File: src/rtl/script_sequencer_pkg.sv
// rtl/script_sequencer_pkg.sv - shared opcodes, field constants and FSM encoding for the script sequencer
package script_sequencer_pkg;

    localparam logic [2:0] OP_ACTION = 3'b001;
    localparam logic [2:0] OP_JUMP   = 3'b010;
    localparam logic [2:0] OP_WAIT   = 3'b011;
    localparam logic [2:0] OP_END    = 3'b111;

    localparam logic [1:0] if_mode  = 2'b00;
    localparam logic [1:0] ifn_mode = 2'b01;

    localparam logic [2:0] player_ready   = 3'd0;
    localparam logic [2:0] player_hasitem = 3'd1;
    localparam logic [2:0] target_ready   = 3'd2;
    localparam logic [2:0] target_hasitem = 3'd3;

    localparam int FB_GAME_OVER = 0;

    typedef enum logic [2:0] {
        S_IDLE    = 3'd0,
        S_FETCH   = 3'd1,
        S_DECODE  = 3'd2,
        S_EXEC    = 3'd3,
        S_ADVANCE = 3'd4,
        S_HALT    = 3'd5
    } seq_state_t;

endpackage

File: src/rtl/script_sequencer_if.sv
// rtl/script_sequencer_if.sv - enable/ready handshake and decoded fields between sequencer and execution units
interface script_sequencer_if;
    logic       act_en;
    logic       act_ready;
    logic       jmp_en;
    logic       jmp_ready;
    logic [7:0] jmp_next_pc;
    logic       wait_en;
    logic       wait_ready;
    logic [7:0] i_num;
    logic [2:0] i_sign;
    logic [1:0] func;

    modport master (
        output act_en, jmp_en, wait_en, i_num, i_sign, func,
        input  act_ready, jmp_ready, wait_ready, jmp_next_pc
    );

    modport slave (
        input  act_en, jmp_en, wait_en, i_num, i_sign, func,
        output act_ready, jmp_ready, wait_ready, jmp_next_pc
    );
endinterface

File: src/rtl/script_sequencer_unit_watchdog.sv
// rtl/script_sequencer_unit_watchdog.sv - counts enabled cycles of the active unit, flags minimum hold and timeout
module unit_watchdog #(
    parameter int MIN_EN_CYCLES = 2,
    parameter int TIMEOUT       = 255
) (
    input  logic clk,
    input  logic rst,
    input  logic clear,
    input  logic enable,
    output logic min_reached,
    output logic timeout
);

    logic [7:0] count;
    logic [8:0] cycles;

    always_ff @(posedge clk or posedge rst) begin
        if (rst) begin
            count <= '0;
        end else if (clear) begin
            count <= '0;
        end else if (enable && count != 8'hFF) begin
            count <= count + 8'd1;
        end
    end

    // cycles includes the current enabled cycle, so the flags are usable in the same cycle
    assign cycles      = {1'b0, count} + 9'd1;
    assign min_reached = enable && (cycles >= 9'(MIN_EN_CYCLES));
    assign timeout     = enable && (cycles >= 9'(TIMEOUT));

endmodule

File: src/rtl/script_sequencer.sv
// rtl/script_sequencer.sv - fetches, decodes and dispatches script instructions to action/jump/wait units
module script_sequencer
    import script_sequencer_pkg::*;
#(
    parameter int MIN_EN_CYCLES = 2,
    parameter int TIMEOUT       = 255
) (
    input  logic                clk,
    input  logic                rst,
    input  logic                start,
    output logic [7:0]          instr_addr,
    input  logic [15:0]         instr_data,
    input  logic [7:0]          feedback_sig,
    script_sequencer_if.master  units,
    output logic                busy,
    output logic                done,
    output logic                error,
    output logic [7:0]          pc
);

    seq_state_t state;
    logic [7:0] pc_q;
    logic [7:0] jmp_pc_q;
    logic [2:0] op_q;
    logic [2:0] opc;
    logic       sel_ready;
    logic       min_reached;
    logic       timeout;
    logic       unused_fb;

    assign opc        = instr_data[2:0];
    assign instr_addr = pc_q;
    assign pc         = pc_q;
    assign unused_fb  = ^feedback_sig[7:1];

    unit_watchdog #(
        .MIN_EN_CYCLES (MIN_EN_CYCLES),
        .TIMEOUT       (TIMEOUT)
    ) u_watchdog (
        .clk         (clk),
        .rst         (rst),
        .clear       (state != S_EXEC),
        .enable      (state == S_EXEC),
        .min_reached (min_reached),
        .timeout     (timeout)
    );

    // only the dispatched unit's ready is looked at
    always_comb begin
        sel_ready = 1'b0;
        case (op_q)
            OP_ACTION: sel_ready = units.act_ready;
            OP_JUMP:   sel_ready = units.jmp_ready;
            OP_WAIT:   sel_ready = units.wait_ready;
            default:   sel_ready = 1'b0;
        endcase
    end

    always_ff @(posedge clk or posedge rst) begin
        if (rst) begin
            state         <= S_IDLE;
            pc_q          <= '0;
            jmp_pc_q      <= '0;
            op_q          <= '0;
            units.i_num   <= '0;
            units.i_sign  <= '0;
            units.func    <= '0;
            units.act_en  <= 1'b0;
            units.jmp_en  <= 1'b0;
            units.wait_en <= 1'b0;
            busy          <= 1'b0;
            done          <= 1'b0;
            error         <= 1'b0;
        end else begin
            case (state)
                S_IDLE, S_HALT: begin
                    if (start) begin
                        state <= S_FETCH;
                        pc_q  <= '0;
                        busy  <= 1'b1;
                        done  <= 1'b0;
                        error <= 1'b0;
                    end
                end
                S_FETCH: begin
                    state <= S_DECODE;
                end
                S_DECODE: begin
                    units.i_num  <= instr_data[15:8];
                    units.i_sign <= instr_data[7:5];
                    units.func   <= instr_data[4:3];
                    op_q         <= opc;
                    if (opc == OP_END || feedback_sig[FB_GAME_OVER]) begin
                        state <= S_HALT;
                        busy  <= 1'b0;
                        done  <= 1'b1;
                    end else if (opc == OP_ACTION) begin
                        state        <= S_EXEC;
                        units.act_en <= 1'b1;
                    end else if (opc == OP_JUMP) begin
                        state        <= S_EXEC;
                        units.jmp_en <= 1'b1;
                    end else if (opc == OP_WAIT) begin
                        state         <= S_EXEC;
                        units.wait_en <= 1'b1;
                    end else begin
                        state <= S_HALT;
                        busy  <= 1'b0;
                        error <= 1'b1;
                    end
                end
                S_EXEC: begin
                    // a result arriving on the timeout cycle still counts as success
                    if (min_reached && sel_ready) begin
                        state         <= S_ADVANCE;
                        units.act_en  <= 1'b0;
                        units.jmp_en  <= 1'b0;
                        units.wait_en <= 1'b0;
                        if (op_q == OP_JUMP) begin
                            jmp_pc_q <= units.jmp_next_pc;
                        end
                    end else if (timeout) begin
                        state         <= S_HALT;
                        units.act_en  <= 1'b0;
                        units.jmp_en  <= 1'b0;
                        units.wait_en <= 1'b0;
                        busy          <= 1'b0;
                        error         <= 1'b1;
                    end
                end
                S_ADVANCE: begin
                    state <= S_FETCH;
                    pc_q  <= (op_q == OP_JUMP) ? jmp_pc_q : pc_q + 8'd2;
                end
                default: begin
                    state <= S_IDLE;
                    busy  <= 1'b0;
                end
            endcase
        end
    end

endmodule
File: src/flat_wrapper.sv
// flat-port wrapper written by rule: the top's interface ports become plain ports
module script_sequencer_flat import script_sequencer_pkg::*;
#(
    parameter int MIN_EN_CYCLES = 2,
    parameter int TIMEOUT       = 255
)
  (clk, rst, start, instr_addr, instr_data, feedback_sig, busy, done, error, pc, units_act_en, units_jmp_en, units_wait_en, units_i_num, units_i_sign, units_func, units_act_ready, units_jmp_ready, units_wait_ready, units_jmp_next_pc);
  script_sequencer_if units_i ();
  input  logic clk;
  input  logic rst;
  input  logic start;
  output logic [7:0] instr_addr;
  input  logic [15:0] instr_data;
  input  logic [7:0] feedback_sig;
  output logic busy;
  output logic done;
  output logic error;
  output logic [7:0] pc;
  output wire logic [$bits(units_i.act_en)-1:0] units_act_en;
  output wire logic [$bits(units_i.jmp_en)-1:0] units_jmp_en;
  output wire logic [$bits(units_i.wait_en)-1:0] units_wait_en;
  output wire logic [$bits(units_i.i_num)-1:0] units_i_num;
  output wire logic [$bits(units_i.i_sign)-1:0] units_i_sign;
  output wire logic [$bits(units_i.func)-1:0] units_func;
  input wire logic [$bits(units_i.act_ready)-1:0] units_act_ready;
  input wire logic [$bits(units_i.jmp_ready)-1:0] units_jmp_ready;
  input wire logic [$bits(units_i.wait_ready)-1:0] units_wait_ready;
  input wire logic [$bits(units_i.jmp_next_pc)-1:0] units_jmp_next_pc;
  assign units_act_en = units_i.act_en;
  assign units_jmp_en = units_i.jmp_en;
  assign units_wait_en = units_i.wait_en;
  assign units_i_num = units_i.i_num;
  assign units_i_sign = units_i.i_sign;
  assign units_func = units_i.func;
  assign units_i.act_ready = units_act_ready;
  assign units_i.jmp_ready = units_jmp_ready;
  assign units_i.wait_ready = units_wait_ready;
  assign units_i.jmp_next_pc = units_jmp_next_pc;
  script_sequencer #(.MIN_EN_CYCLES(MIN_EN_CYCLES), .TIMEOUT(TIMEOUT)) u_core (.clk(clk), .rst(rst), .start(start), .instr_addr(instr_addr), .instr_data(instr_data), .feedback_sig(feedback_sig), .units(units_i), .busy(busy), .done(done), .error(error), .pc(pc));
endmodule
File: config.mk
export PLATFORM = sky130hd
export DESIGN_NAME = script_sequencer_flat
export DESIGN_NICKNAME = d
export VERILOG_FILES = /design/src/rtl/script_sequencer_pkg.sv /design/src/rtl/script_sequencer_if.sv /design/src/rtl/script_sequencer_unit_watchdog.sv /design/src/rtl/script_sequencer.sv /design/src/flat_wrapper.sv
export SDC_FILE = /design/constraint.sdc
export NUM_CORES = 1
export LEC_CHECK = 0
export BUFFER_PORTS_ARGS = -buffer_cell sky130_fd_sc_hd__buf_4
export CAP_MARGIN = 30
export CORE_MARGIN = 5
export CORE_UTILIZATION = 35
export CTS_BUF_LIST = sky130_fd_sc_hd__clkbuf_2 sky130_fd_sc_hd__clkbuf_4 sky130_fd_sc_hd__clkbuf_8
export DETAILED_ROUTE_END_ITERATION = 7
export GPL_TIMING_DRIVEN = 0
export MAX_ROUTING_LAYER = met4
export SETUP_SLACK_MARGIN = 0.15
export SKIP_CTS_REPAIR_TIMING = 1
export SYNTH_ARGS = -nofsm -noshare
export SYNTH_HDL_FRONTEND = slang
export SYNTH_HIERARCHICAL = 1
export SYNTH_SLANG_ARGS = --single-unit
File: constraint.sdc
create_clock -name clk -period 6.05 [get_ports clk]
set_input_delay 0.605 -clock clk [delete_from_list [all_inputs] [get_ports clk]]
set_output_delay 0.605 -clock clk [all_outputs]
set_load 0.1 [all_outputs]
==> flow_summary.toml <==
[cells_and_area]
nets = 365
drive_gt1_frac = 0.409
most-common-layout-cells = "buf_4, dfrtp_1, mux2_2"
antennaDiodeCount = 0
final_common_cell = "buf_4"
fillCellCount = 703
syn_to_final_growth_pct = 26.2
design_area_um2 = 3360

[grt]
track_usage = 0.137
grt_pass1_wl_um = 10500
overflow = 0
grt_pass1_vias = 2174
grt_start_max_net_pins = 42
antenna_found_initial = 0

[logic_synthesis]
synth-seq-cells = 49
post_synth.cell_area_avg_um2 = 10.6
yosysWarnings = 6
synth-edff-count = 0
synth_top_area_share = 0.461
synth_seq_area_share = 0.461
synth_area_leaders = "dfrtp_1, mux2_2, a21oi_1"
syn_inst = 251
synth_ff_type = "dfrtp_1"
netlist_area_um2 = 2660
yosysUniqueCellTypes = 61
ys_async_sr_fraction = 1.00
synth_area_leader_cell = "dfrtp_1"
syn_nets = 293

[clock_network]
clock-sinks = 49
tritoncts = "done"
cts_buffers = 5
ctsRootBufferMaster = "clkbuf_8"
clock_latency_ns = 0.30
cts_max_path_buffers = 2
clk_pin_slew_ns = 0.09
htree_levels = 2

[place]
gp_congestion = 0.800
place_hpwl_um = 4500
dp_slack_ns = 3.23
place.port_buffers = 65
placed_area_um2 = 3270

[route]
first_pass_iters = 5
avgViaCountPerCell = 5.06
vias = 2136
drc = 0
ant_nets = 0
first_iter_violations = 67
wl_per_cell_um = 14.4
wirelength_um = 6060

[worst_setup_path]
slowest_stage = "dfrtp_1"
worstPathRequired_ns = 6.24
cp-end-kind = "flop"
cp_top_family = "simple AND/OR/NAND/NOR gates"
critPathBufInv = 0
cp-startpoint = "u_core/u_watchdog/count[0]"
arrival_ns = 3.00
crit_type = "reg -> reg"
crit_chain = "ha_1 -> and3_1 -> a31oi_1 -> o221ai_1 -> o21a_1 -> nand4b_1 -> o22a_2 -> nor3b_4 -> mux2_2"
rrSetupSlack_ns = 3.24
cp-start-kind = "flop"
slowest_delay_ns = 0.47
r2r_start = "u_core/u_watchdog/count[0]"
cp_max_fo = 8

[timing]
setup_viol = 0
grt_setup_unrepaired = "no"
timing.final.ws_setup_ns = 3.24
timing_hold_violations_final = 0
fin_skew_ns = 0.00621
period_share = 0.464
tightest_slew_ns = 0.872
slew_headroom = 0.418
fin_crit_ns = 2.81
slew_violations = 0
clock.fmax_mhz = 356
tns_ns = 0

[power]
ir_worst_vdd_mv = 0.376
cellPowerDensity_nw_per_um2 = 523
leakage_nw = 1.54

[die]
io_pins = 73
coreArea_um2 = 7330
fp.dieArea_um2 = 9440
dieHeight_um = 97.2
dieWidth_um = 97.2
initial_core_util = 0.363
rows = 31

[run]
drv_cap = 0

[hold_path]
hp-class = "in -> async"

[run_status]
status = "complete, no violations"
worst paths after layout:
| kind | cells after the start | endpoint |
|---|---|---|
| worst max register to register | 9 | u_core/jmp_pc_q[2] |
| worst min-delay path | 2 | u_core/u_watchdog/count[4] |
| worst min register to register | 1 | u_core/units.jmp_en |
| min in group clk | 1 | u_core/units.jmp_en |
| worst max-delay path | 9 | u_core/jmp_pc_q[2] |
| max in group asynchronous | 2 | u_core/done |
per-stage QoR:
stage | utilization | total power [mW] | hold WS [ns] | instances
after floorplan | - | 1.34 | 0.421 | 251
after global placement | 0.446 | 1.56 | 0.483 | 415
final | 0.458 | 1.76 | 0.259 | 422
after global routing | 0.458 | 1.86 | 0.298 | 422
after CTS | 0.458 | 1.78 | 0.269 | 422
after detailed placement | 0.446 | 1.57 | 0.488 | 415
registers in the layout, indices dropped and copies added (netlist names), 2 cells and up:
name                     flops
u_core/units.i_num           8
u_core/units.func            2
u_core/jmp_pc_q              8
u_core/u_watchdog/count      8
u_core/units.i_sign          3
u_core/state                 3
u_core/op_q                  3
u_core/instr_addr            8
final cells by class:
type	count	area, µm²	share of cell area
Buffer	20	138	0.0410
Clock buffer	6	76.3	0.0227
Clock inverter	1	8.76	0.00261
Inverter	13	48.8	0.0145
Multi-Input combinational cell	169	1250	0.372
Sequential cell	49	1230	0.365
Tap cell	99	124	0.0369
Timing Repair Buffer	65	488	0.145
synthesized netlist by cell type (3+ instances only):
| master | number |
|---|---|
| xor2_1 | 3 |
| o21ai_0 | 11 |
| nand2_1 | 16 |
| and3_1 | 6 |
| o211ai_1 | 3 |
| o2bb2ai_1 | 4 |
| o221ai_1 | 3 |
| ha_1 | 4 |
| buf_4 | 8 |
| nor3b_1 | 5 |
| inv_1 | 12 |
| o22ai_1 | 3 |
| mux2_2 | 24 |
| nor2_1 | 15 |
| buf_2 | 7 |
| a22o_1 | 4 |
| a21oi_1 | 15 |
| dfrtp_1 | 49 |
| nor3_1 | 3 |
| a31oi_1 | 5 |
power by group:
| group | leakage (nW) | total (mW) | switching (mW) | internal [mW] |
|---|---|---|---|---|
| combinational | 0.867 | 1.07 | 0.783 | 0.287 |
| sequential | 0.628 | 0.489 | 0.0680 | 0.421 |
| clock | 0.0447 | 0.197 | 0.112 | 0.0849 |
kinds of logic (layout without fill, tap and decap cells):
kind of cell | after synthesis | count (layout) | share of synthesized area
fa+ha+maj | 4 | 4 | 0.0188
buf+inv | 33 | 105 | 0.0701
compound gates | 63 | 63 | 0.162
simple gates | 72 | 72 | 0.166
mux | 26 | 26 | 0.109
xor+xnor | 4 | 4 | 0.0132
flops | 49 | 49 | 0.461
worst register-to-register path, stage by stage, from the launching register on:
cell and delay [ns]:
dfrtp_1 0.47, ha_1 0.31, and3_1 0.24, a31oi_1 0.10, o221ai_1 0.16, o21a_1 0.18
nand4b_1 0.14, o22a_2 0.27, nor3b_4 0.45, mux2_2 0.39
metal layers:
layer  global-route usage  share of wire  up-vias
li1                     -              -     1050
met1                0.180           0.46     1025
met2                0.213           0.48       54
met3               0.0287          0.039        7
met4               0.0389          0.012        0
met5                    -              0        -
Note: power is estimated with default switching activity, not from simulation.
